`src/rtl/guess_game_pkg.sv`:
```
// Shared types and constants for the guess-game controller: FSM encoding,
// secret-number width and the LFSR seed/step function.
package guess_game_pkg;

    localparam int LFSR_W = 3;
    localparam logic [LFSR_W-1:0] LFSR_SEED = 3'b001;

    typedef enum logic [1:0] {
        IDLE = 2'd0,
        PLAY = 2'd1,
        WIN  = 2'd2,
        LOSE = 2'd3
    } state_t;

    // Maximal-length 3-bit sequence 1,2,5,3,7,6,4; never produces 0.
    function automatic logic [LFSR_W-1:0] lfsr_next(input logic [LFSR_W-1:0] s);
        return {s[1:0], s[2] ^ s[1]};
    endfunction

endpackage

```
`src/rtl/guess_game_if.sv`:
```
// Player-facing signal bundle: button requests in, game status out.
interface guess_game_if;
    import guess_game_pkg::*;

    logic              com;
    logic              inc_guess;
    logic              chk;
    logic [LFSR_W-1:0] guess;
    logic [LFSR_W-1:0] tries;
    logic              led;
    logic              win;
    logic              lose;

    modport master (output com, inc_guess, chk,
                    input  guess, tries, led, win, lose);
    modport slave  (input  com, inc_guess, chk,
                    output guess, tries, led, win, lose);

endinterface

```
`src/rtl/lfsr3.sv`:
```
// Secret-number generator: 3-bit LFSR that advances one step per request.
module lfsr3
    import guess_game_pkg::*;
(
    input  logic              clk,
    input  logic              rst,
    input  logic              step,
    output logic [LFSR_W-1:0] value
);

    always_ff @(posedge clk or posedge rst) begin
        if (rst)       value <= LFSR_SEED;
        else if (step) value <= lfsr_next(value);
    end

endmodule

```
`src/rtl/guess_game_ctrl.sv`:
```
// Guess-game controller: edge-detects the three buttons and runs the
// IDLE/PLAY/WIN/LOSE round FSM, including the WIN blink divider.
module guess_game_ctrl
    import guess_game_pkg::*;
#(
    parameter int MAX_TRIES = 4,
    parameter int BLINK_DIV = 2
)(
    input  logic        clk,
    input  logic        rst,
    guess_game_if.slave bus
);

    localparam int               CNT_W    = (BLINK_DIV > 1) ? $clog2(BLINK_DIV) : 1;
    localparam logic [CNT_W-1:0] CNT_LAST = CNT_W'(BLINK_DIV - 1);

    state_t            state, state_n;
    logic [LFSR_W-1:0] guess_r, guess_n;
    logic [LFSR_W-1:0] tries_r, tries_n, tries_inc;
    logic [LFSR_W-1:0] secret, secret_n;
    logic [LFSR_W-1:0] lfsr_value;
    logic [CNT_W-1:0]  blink_cnt, blink_n;
    logic              led_r, led_n;
    logic              com_q, inc_q, chk_q;
    logic              com_ev, inc_ev, chk_ev;
    logic              lfsr_step;

    assign com_ev = bus.com       & ~com_q;
    assign inc_ev = bus.inc_guess & ~inc_q;
    assign chk_ev = bus.chk       & ~chk_q;

    lfsr3 u_lfsr (
        .clk   (clk),
        .rst   (rst),
        .step  (lfsr_step),
        .value (lfsr_value)
    );

    // NOTE: state registers use non-blocking assignments so every flop
    // samples pre-edge values, independent of statement order.
    always_ff @(posedge clk or posedge rst) begin
        if (rst) begin
            com_q     <= 1'b0;
            inc_q     <= 1'b0;
            chk_q     <= 1'b0;
            state     <= IDLE;
            guess_r   <= '0;
            tries_r   <= '0;
            secret    <= '0;
            led_r     <= 1'b0;
            blink_cnt <= '0;
        end else begin
            com_q     <= bus.com;
            inc_q     <= bus.inc_guess;
            chk_q     <= bus.chk;
            state     <= state_n;
            guess_r   <= guess_n;
            tries_r   <= tries_n;
            secret    <= secret_n;
            led_r     <= led_n;
            blink_cnt <= blink_n;
        end
    end

    // NOTE: every output of this block is defaulted first so no path can
    // leave a variable unassigned and infer a latch.
    always_comb begin
        state_n   = state;
        guess_n   = guess_r;
        tries_n   = tries_r;
        secret_n  = secret;
        led_n     = led_r;
        blink_n   = blink_cnt;
        lfsr_step = 1'b0;
        tries_inc = tries_r + LFSR_W'(1);

        // A new round overrides everything; chk beats inc_guess inside PLAY.
        if (com_ev) begin
            lfsr_step = 1'b1;
            secret_n  = lfsr_value;
            state_n   = PLAY;
            guess_n   = '0;
            tries_n   = '0;
            led_n     = 1'b0;
            blink_n   = '0;
        end else begin
            case (state)
                PLAY: begin
                    if (chk_ev) begin
                        tries_n = tries_inc;
                        if (guess_r == secret) begin
                            state_n = WIN;
                            led_n   = 1'b1;
                            blink_n = '0;
                        end else if (tries_inc == LFSR_W'(MAX_TRIES)) begin
                            state_n = LOSE;
                            led_n   = 1'b1;
                        end
                    end else if (inc_ev) begin
                        guess_n = guess_r + LFSR_W'(1);
                    end
                end
                WIN: begin
                    if (blink_cnt == CNT_LAST) begin
                        led_n   = ~led_r;
                        blink_n = '0;
                    end else begin
                        blink_n = blink_cnt + CNT_W'(1);
                    end
                end
                default: ;
            endcase
        end
    end

    assign bus.guess = guess_r;
    assign bus.tries = tries_r;
    assign bus.led   = led_r;
    assign bus.win   = (state == WIN);
    assign bus.lose  = (state == LOSE);

endmodule

```
`src/flat_wrapper.sv`:
```
// flat-port wrapper written by rule: the top's interface ports become plain ports
module guess_game_ctrl_flat import guess_game_pkg::*;
#(
    parameter int MAX_TRIES = 4,
    parameter int BLINK_DIV = 2
)
  (clk, rst, bus_com, bus_inc_guess, bus_chk, bus_guess, bus_tries, bus_led, bus_win, bus_lose);
  guess_game_if bus_i ();
  input  logic clk;
  input  logic rst;
  input wire logic [$bits(bus_i.com)-1:0] bus_com;
  input wire logic [$bits(bus_i.inc_guess)-1:0] bus_inc_guess;
  input wire logic [$bits(bus_i.chk)-1:0] bus_chk;
  output wire logic [$bits(bus_i.guess)-1:0] bus_guess;
  output wire logic [$bits(bus_i.tries)-1:0] bus_tries;
  output wire logic [$bits(bus_i.led)-1:0] bus_led;
  output wire logic [$bits(bus_i.win)-1:0] bus_win;
  output wire logic [$bits(bus_i.lose)-1:0] bus_lose;
  assign bus_i.com = bus_com;
  assign bus_i.inc_guess = bus_inc_guess;
  assign bus_i.chk = bus_chk;
  assign bus_guess = bus_i.guess;
  assign bus_tries = bus_i.tries;
  assign bus_led = bus_i.led;
  assign bus_win = bus_i.win;
  assign bus_lose = bus_i.lose;
  guess_game_ctrl #(.MAX_TRIES(MAX_TRIES), .BLINK_DIV(BLINK_DIV)) u_core (.clk(clk), .rst(rst), .bus(bus_i));
endmodule
```
`config.mk`:
```
export PLATFORM = sky130hd
export DESIGN_NAME = guess_game_ctrl_flat
export DESIGN_NICKNAME = d
export VERILOG_FILES = /design/src/rtl/guess_game_pkg.sv /design/src/rtl/guess_game_if.sv /design/src/rtl/lfsr3.sv /design/src/rtl/guess_game_ctrl.sv /design/src/flat_wrapper.sv
export SDC_FILE = /design/constraint.sdc
export NUM_CORES = 1
export LEC_CHECK = 0
export BUFFER_PORTS_ARGS = -buffer_cell sky130_fd_sc_hd__buf_2
export CORE_MARGIN = 3
export CORE_UTILIZATION = 30
export CTS_CLUSTER_SIZE = 8
export DETAILED_ROUTE_END_ITERATION = 10
export PLACE_DENSITY = 0.46
export SLEW_MARGIN = 20
export SYNTH_ARGS = -nofsm -noshare
export SYNTH_HDL_FRONTEND = slang
export SYNTH_HIERARCHICAL = 1
export SYNTH_SLANG_ARGS = --single-unit
```
`constraint.sdc`:
```
create_clock -name clk -period 2.2 [get_ports clk]
set_clock_uncertainty 0.15 [all_clocks]
set_input_delay 0.22 -clock clk [delete_from_list [all_inputs] [get_ports clk]]
set_output_delay 0.22 -clock clk [all_outputs]
set_load 0.01 [all_outputs]
```
==> Word-level counts from Yosys, hierarchy flattened <==
Cells that the tools add are included.
{ "totals": {"wordCells": 65, "output_inout_bits": 9, "in_bits": 5, "regBits": 19} }
{ "op_classes": {"bitwise_logic": 8, "n_mux": 24, "n_reduce_logical": 10, "n_addsub": 3, "eq_ne": 10} }
{ "op_table": {"columns": ["operator", "count"], "rows": [
  ["two-way mux 3 bit", 7],
  ["two-way mux 1 bit", 10],
  ["two-way mux 2 bit", 5],
  ["!= test 3 x 1 -> 1 bit (second input constant)", 3],
  ["AND reduction 3 bit", 3],
  ["adder 3 x 1 -> 3 bit (second input constant)", 2],
  ["nonzero test 2 bit", 3],
  ["nonzero test 3 bit", 2],
  ["equality test 2 bit (second input constant)", 2],
  ["!= test 4 x 1 -> 1 bit (second input constant)", 1],
  ["NOT 1 bit", 4],
  ["one-hot mux 1 bit (2 select lines)", 2],
  ["AND reduction 4 bit", 1],
  ["bitwise AND 1 bit", 3],
  ["equality test 3 bit", 1],
  ["equality test 3 bit (second input constant)", 1],
  ["equality test 2 x 1 -> 1 bit (second input constant)", 1],
  ["!= test 2 x 1 -> 1 bit (second input constant)", 1],
  ["AND reduction 2 bit", 1],
  ["adder 1 bit (second input constant)", 1],
  ["bitwise XOR 1 bit", 1]
]} }

==> Logic depth before layout (Yosys ltp) <==
{ "depth": {"ltp_word": 7, "ltp_mapped": 5, "ltp_nobuf": 5} }

==> Cells and area by module <==
Netlist, hierarchy kept.
{ "modules_own_cells": {"columns": ["mod", "area_each_um2", "seq_area_each_um2", "cells_per_inst", "n_inst"], "rows": [
  ["guess_game_ctrl", 764.5, 400.4, 69, 1],
  ["lfsr3", 120.1, 76.3, 9, 1]
]} }

==> Least setup slack after synthesis <==
Ideal clock, no wire load.
{ "synth_path": {"path_type": "register to register", "startpoint": "register u_core.tries_r[0], in the netlist u_core/bus.tries[0]", "endpoint": "register u_core.led_r, in the netlist u_core/bus.led", "t_arrival_ps": 1196, "period_less_slack_ps": 1478, "t_required_ps": 1918, "stages_incl_launch_ff": 6, "path_buffers": 0, "path_slack_ps": 722, "path_cell_list": "dfrtp_1 > ha_1 > xor2_1 > and2_0 > nor4_1 > a211oi_1"} }
{ "synth_between": {"elab_chain_cells": 4} }
{ "synth_lines": {"columns": ["element", "line_no", "text"], "rows": [
  ["start: declaration", "guess_game_ctrl.sv:19", "logic [LFSR_W-1:0] tries_r, tries_n, tries_inc;"],
  ["start signal: assignment", "guess_game_ctrl.sv:58", "tries_r <= tries_n;"],
  ["adder 3 x 1 -> 3 bit", "guess_game_ctrl.sv:75", "tries_inc = tries_r + LFSR_W'(1);"],
  ["equality test 3 bit", "guess_game_ctrl.sv:95", "end else if (tries_inc == LFSR_W'(MAX_TRIES)) begin"],
  ["!= test 4 x 1 -> 1 bit (no source line)", null, null],
  ["AND reduction 4 bit (no source line)", null, null],
  ["end signal: assignment", "guess_game_ctrl.sv:60", "led_r <= led_n;"],
  ["end: declaration", "guess_game_ctrl.sv:23", "logic led_r, led_n;"]
]} }
No other way between the ends.
A chain may end at the register's enable or synchronous reset.

==> Worst setup path in the final report <==
Ends and elaborated chain as after synthesis.

==> results_dict.tcl <==
set metrics [dict create \
    nets 107 \
    synth_top_family_by_area "simple AND/OR/NAND/NOR gates" \
    hold_ws_ps 158.6 \
    ys_async_sr_fraction 1.000 \
    critPathLaunchType "flip-flop" \
    grt_max_degree 18 \
    die-area_um2 3636 \
    n_antenna_cell 0 \
    clockBufferDepth 2 \
    drt_iter0_drc 5 \
    fin_setup_tns_ps 0 \
    core-area_um2 2781 \
    synthSimpleGateAreaFrac 0.1330 \
    cts-root-buf "clkbuf_4" \
    cp.depth 5 \
    r2r_end "u_core/bus.led" \
    vias 590 \
    worst_r2r_startpoint "u_core/bus.tries[0]" \
    gr-total-overflow 0 \
    ys_seq_area_frac 0.5389 \
    leakage_nw 0.5055 \
    syn_inst 78 \
    grt_pass1_vias 587 \
    wl_per_cell_um 11.60 \
    cp-end-kind "flip-flop" \
    gp_congestion 0.6680 \
    setup_violations 0 \
    worstMarginPinSlew_ps 611.1 \
    htreeDepth 1 \
    arrival_ps 1590 \
    rrSetupSlack_ps 640 \
    rows 19 \
    grt_pass1_wl_mm 2.580 \
    synth_xor_xnor_area_share 0.08911 \
    outcome "completed" \
    slew_violations 0 \
    antenna_found_initial 0 \
    die_y_um 60.30 \
    period_needed_ps 1557 \
    fp.dieW_um 60.30 \
    clkTransAtPathRegs_ps 110 \
    finalHoldViolCount 0 \
    endpoint "u_core/bus.led" \
    syn_area_per_cell_um2 11.34 \
    crit_start "u_core/bus.tries[0]" \
    avgViaCountPerCell 4.574 \
    path_class "reg -> reg" \
    cp_cell_sequence "ha_1 -> xor2_1 -> and2_0 -> nor4_1 -> a211oi_1" \
    synth.distinct_cells 27 \
    post-cts-setup-buffers 0 \
    cpMaxStageDelayCell "dfrtp_1" \
    boundaryPins 14 \
    reg2regPathDepth 5 \
    fill_cells 296 \
    synth_top_area_cell "dfrtp_1" \
    max-vdd-ir-drop_v 0.0006207 \
    rsz0062_at_grt "false" \
    area_delta_synth_final_pct 19.09 \
    synth_top_area_share 0.5092 \
    drc 0 \
    io_buffers 13 \
    slew_headroom 0.5921 \
    synth_edf_count 0 \
    max_cap_violations 0 \
    p_per_area_nw_per_um2 1092 \
    cp_num_buf_inv 0 \
    synth_flop_cell "dfrtp_1" \
    fin_crit_sh 0.7079 \
    synth_compound_area_frac 0.07496 \
    drive_gt1_frac 0.2755 \
    drt.antenna.violating_nets 0 \
    ff_latch_area_um2 476.7 \
    syn_nets 86 \
    cpPeakStageDelay_ps 440 \
    synthAdderAreaFrac 0.04243 \
    yosys-top-cells-area "dfrtp_1, xor2_1, mux2_2" \
    grt_use_total 0.09929 \
    worstPathRequired_ps 2240 \
    ys_warn_count 6 \
    hpwl_mm 1.114 \
    start_util 0.3180 \
    multiInputGateArea_um2 376.6 \
    tritoncts "built" \
    cp_max_fo 4 \
    firstDrtPassIters 2 \
    clock-sinks 19 \
    hold_class "in -> async" \
    crit_family "flip-flops" \
    clk_latency_ps 300 \
    synth.mux.area_fraction 0.08628 \
    max_freq_mhz 642.1 \
    numCtsBuffers 3 \
    drt-total-wl_mm 1.497 \
    synth_seq_cells 19 \
    synth_area_um2 884.6 \
]
[cells by family after synthesis]
group | Yosys count
compound gates | 11
xor+xnor | 9
fa+ha+maj | 3
buf+inv | 7
flops | 19
mux | 7
simple gates | 22
[cell usage in the layout (no fill, tap or decap), types with 2 or more instances in the layout]
master,count
ha_1,3
xnor2_1,2
nand2_1,2
buf_2,13
mux2i_1,2
nor2_1,9
xor2_1,7
a21oi_1,5
clkbuf_4,3
o21ai_0,2
mux2_2,5
nor2b_1,3
inv_1,5
dfrtp_1,18
dlygate4sd3_1,4
[worst register-to-register path: stages (launching register included)]
cell and delay (ps):
dfrtp_1 440, ha_1 240, xor2_1 160, and2_0 170
nor4_1 210, a211oi_1 80
[layout make-up]
class	instances	share of cell area
multi-input combinational	52	0.3575
tap	31	0.03682
inverter	5	0.01781
sequential	19	0.4525
clock inverter	1	0.007126
clock buffer	3	0.02138
timing repair buffer	18	0.1069
[Yosys cell counts, types with 2 or more instances]
library cell  instances
dfrtp_1              18
nor2_1                9
xor2_1                7
a21oi_1               5
inv_1                 5
mux2_2                5
ha_1                  3
nor2b_1               3
mux2i_1               2
nand2_1               2
o21ai_0               2
xnor2_1               2
[sequential cells by signal, indices dropped and copies added (netlist names)]
signal,count
u_core/state,2
u_core/com_q,1
u_core/bus.tries,3
u_core/bus.guess,3
u_core/u_lfsr/value,3
u_core/inc_q,1
u_core/secret,3
u_core/blink_cnt,1
u_core/chk_q,1
u_core/bus.led,1
[through the flow]
| step | instance area (µm²) | util | setup WS (ps) | instances | power [W] |
|---|---|---|---|---|---|
| 2_1_floorplan | 884.6 | - | 721.9 | 78 | 0.0008609 |
| 3_5_place_dp | 983.4 | 0.3536 | 656.4 | 121 | 0.0009789 |
| 5_1_grt | 1054 | 0.3788 | 491.0 | 129 | 0.001258 |
| 6_report | 1054 | 0.3788 | 642.7 | 129 | 0.001150 |
| 3_3_place_gp | 983.4 | 0.3536 | 655.8 | 121 | 0.0009722 |
| 4_1_cts | 1054 | 0.3788 | 635.4 | 129 | 0.001171 |
[worst min path at each step]
stage	from	end	depth (start not counted)
after CTS	rst	u_core/u_lfsr/value[1]	3
after floorplan	rst	u_core/u_lfsr/value[1]	1
after detailed placement	rst	u_core/u_lfsr/value[1]	2
after global routing	rst	u_core/u_lfsr/value[2]	3
after global placement	rst	u_core/u_lfsr/value[1]	2
final	rst	u_core/u_lfsr/value[1]	3
[repair_timing]
| action | in CTS | in global routing |
|---|---|---|
| resized for setup | 0 | 0 |
| hold buffers | 4 | 0 |
| hold endpoints to repair | 22 | 0 |
[where the power goes]
group	switching [W]	internal [W]
clock network	0.000113	0.0000692
registers	0.000112	0.000470
logic	0.000188	0.000198
[metal layers]
metal | vias up | GRT usage | share of wire
met2 | 9 | 0.1605 | 0.48
met5 | - | 0 | 0
met4 | 0 | 0.01899 | 0.0060
li1 | 302 | - | -
met1 | 277 | 0.1188 | 0.46
met3 | 2 | 0.05184 | 0.053
No activity file was read; power rests on OpenSTA's default activity.
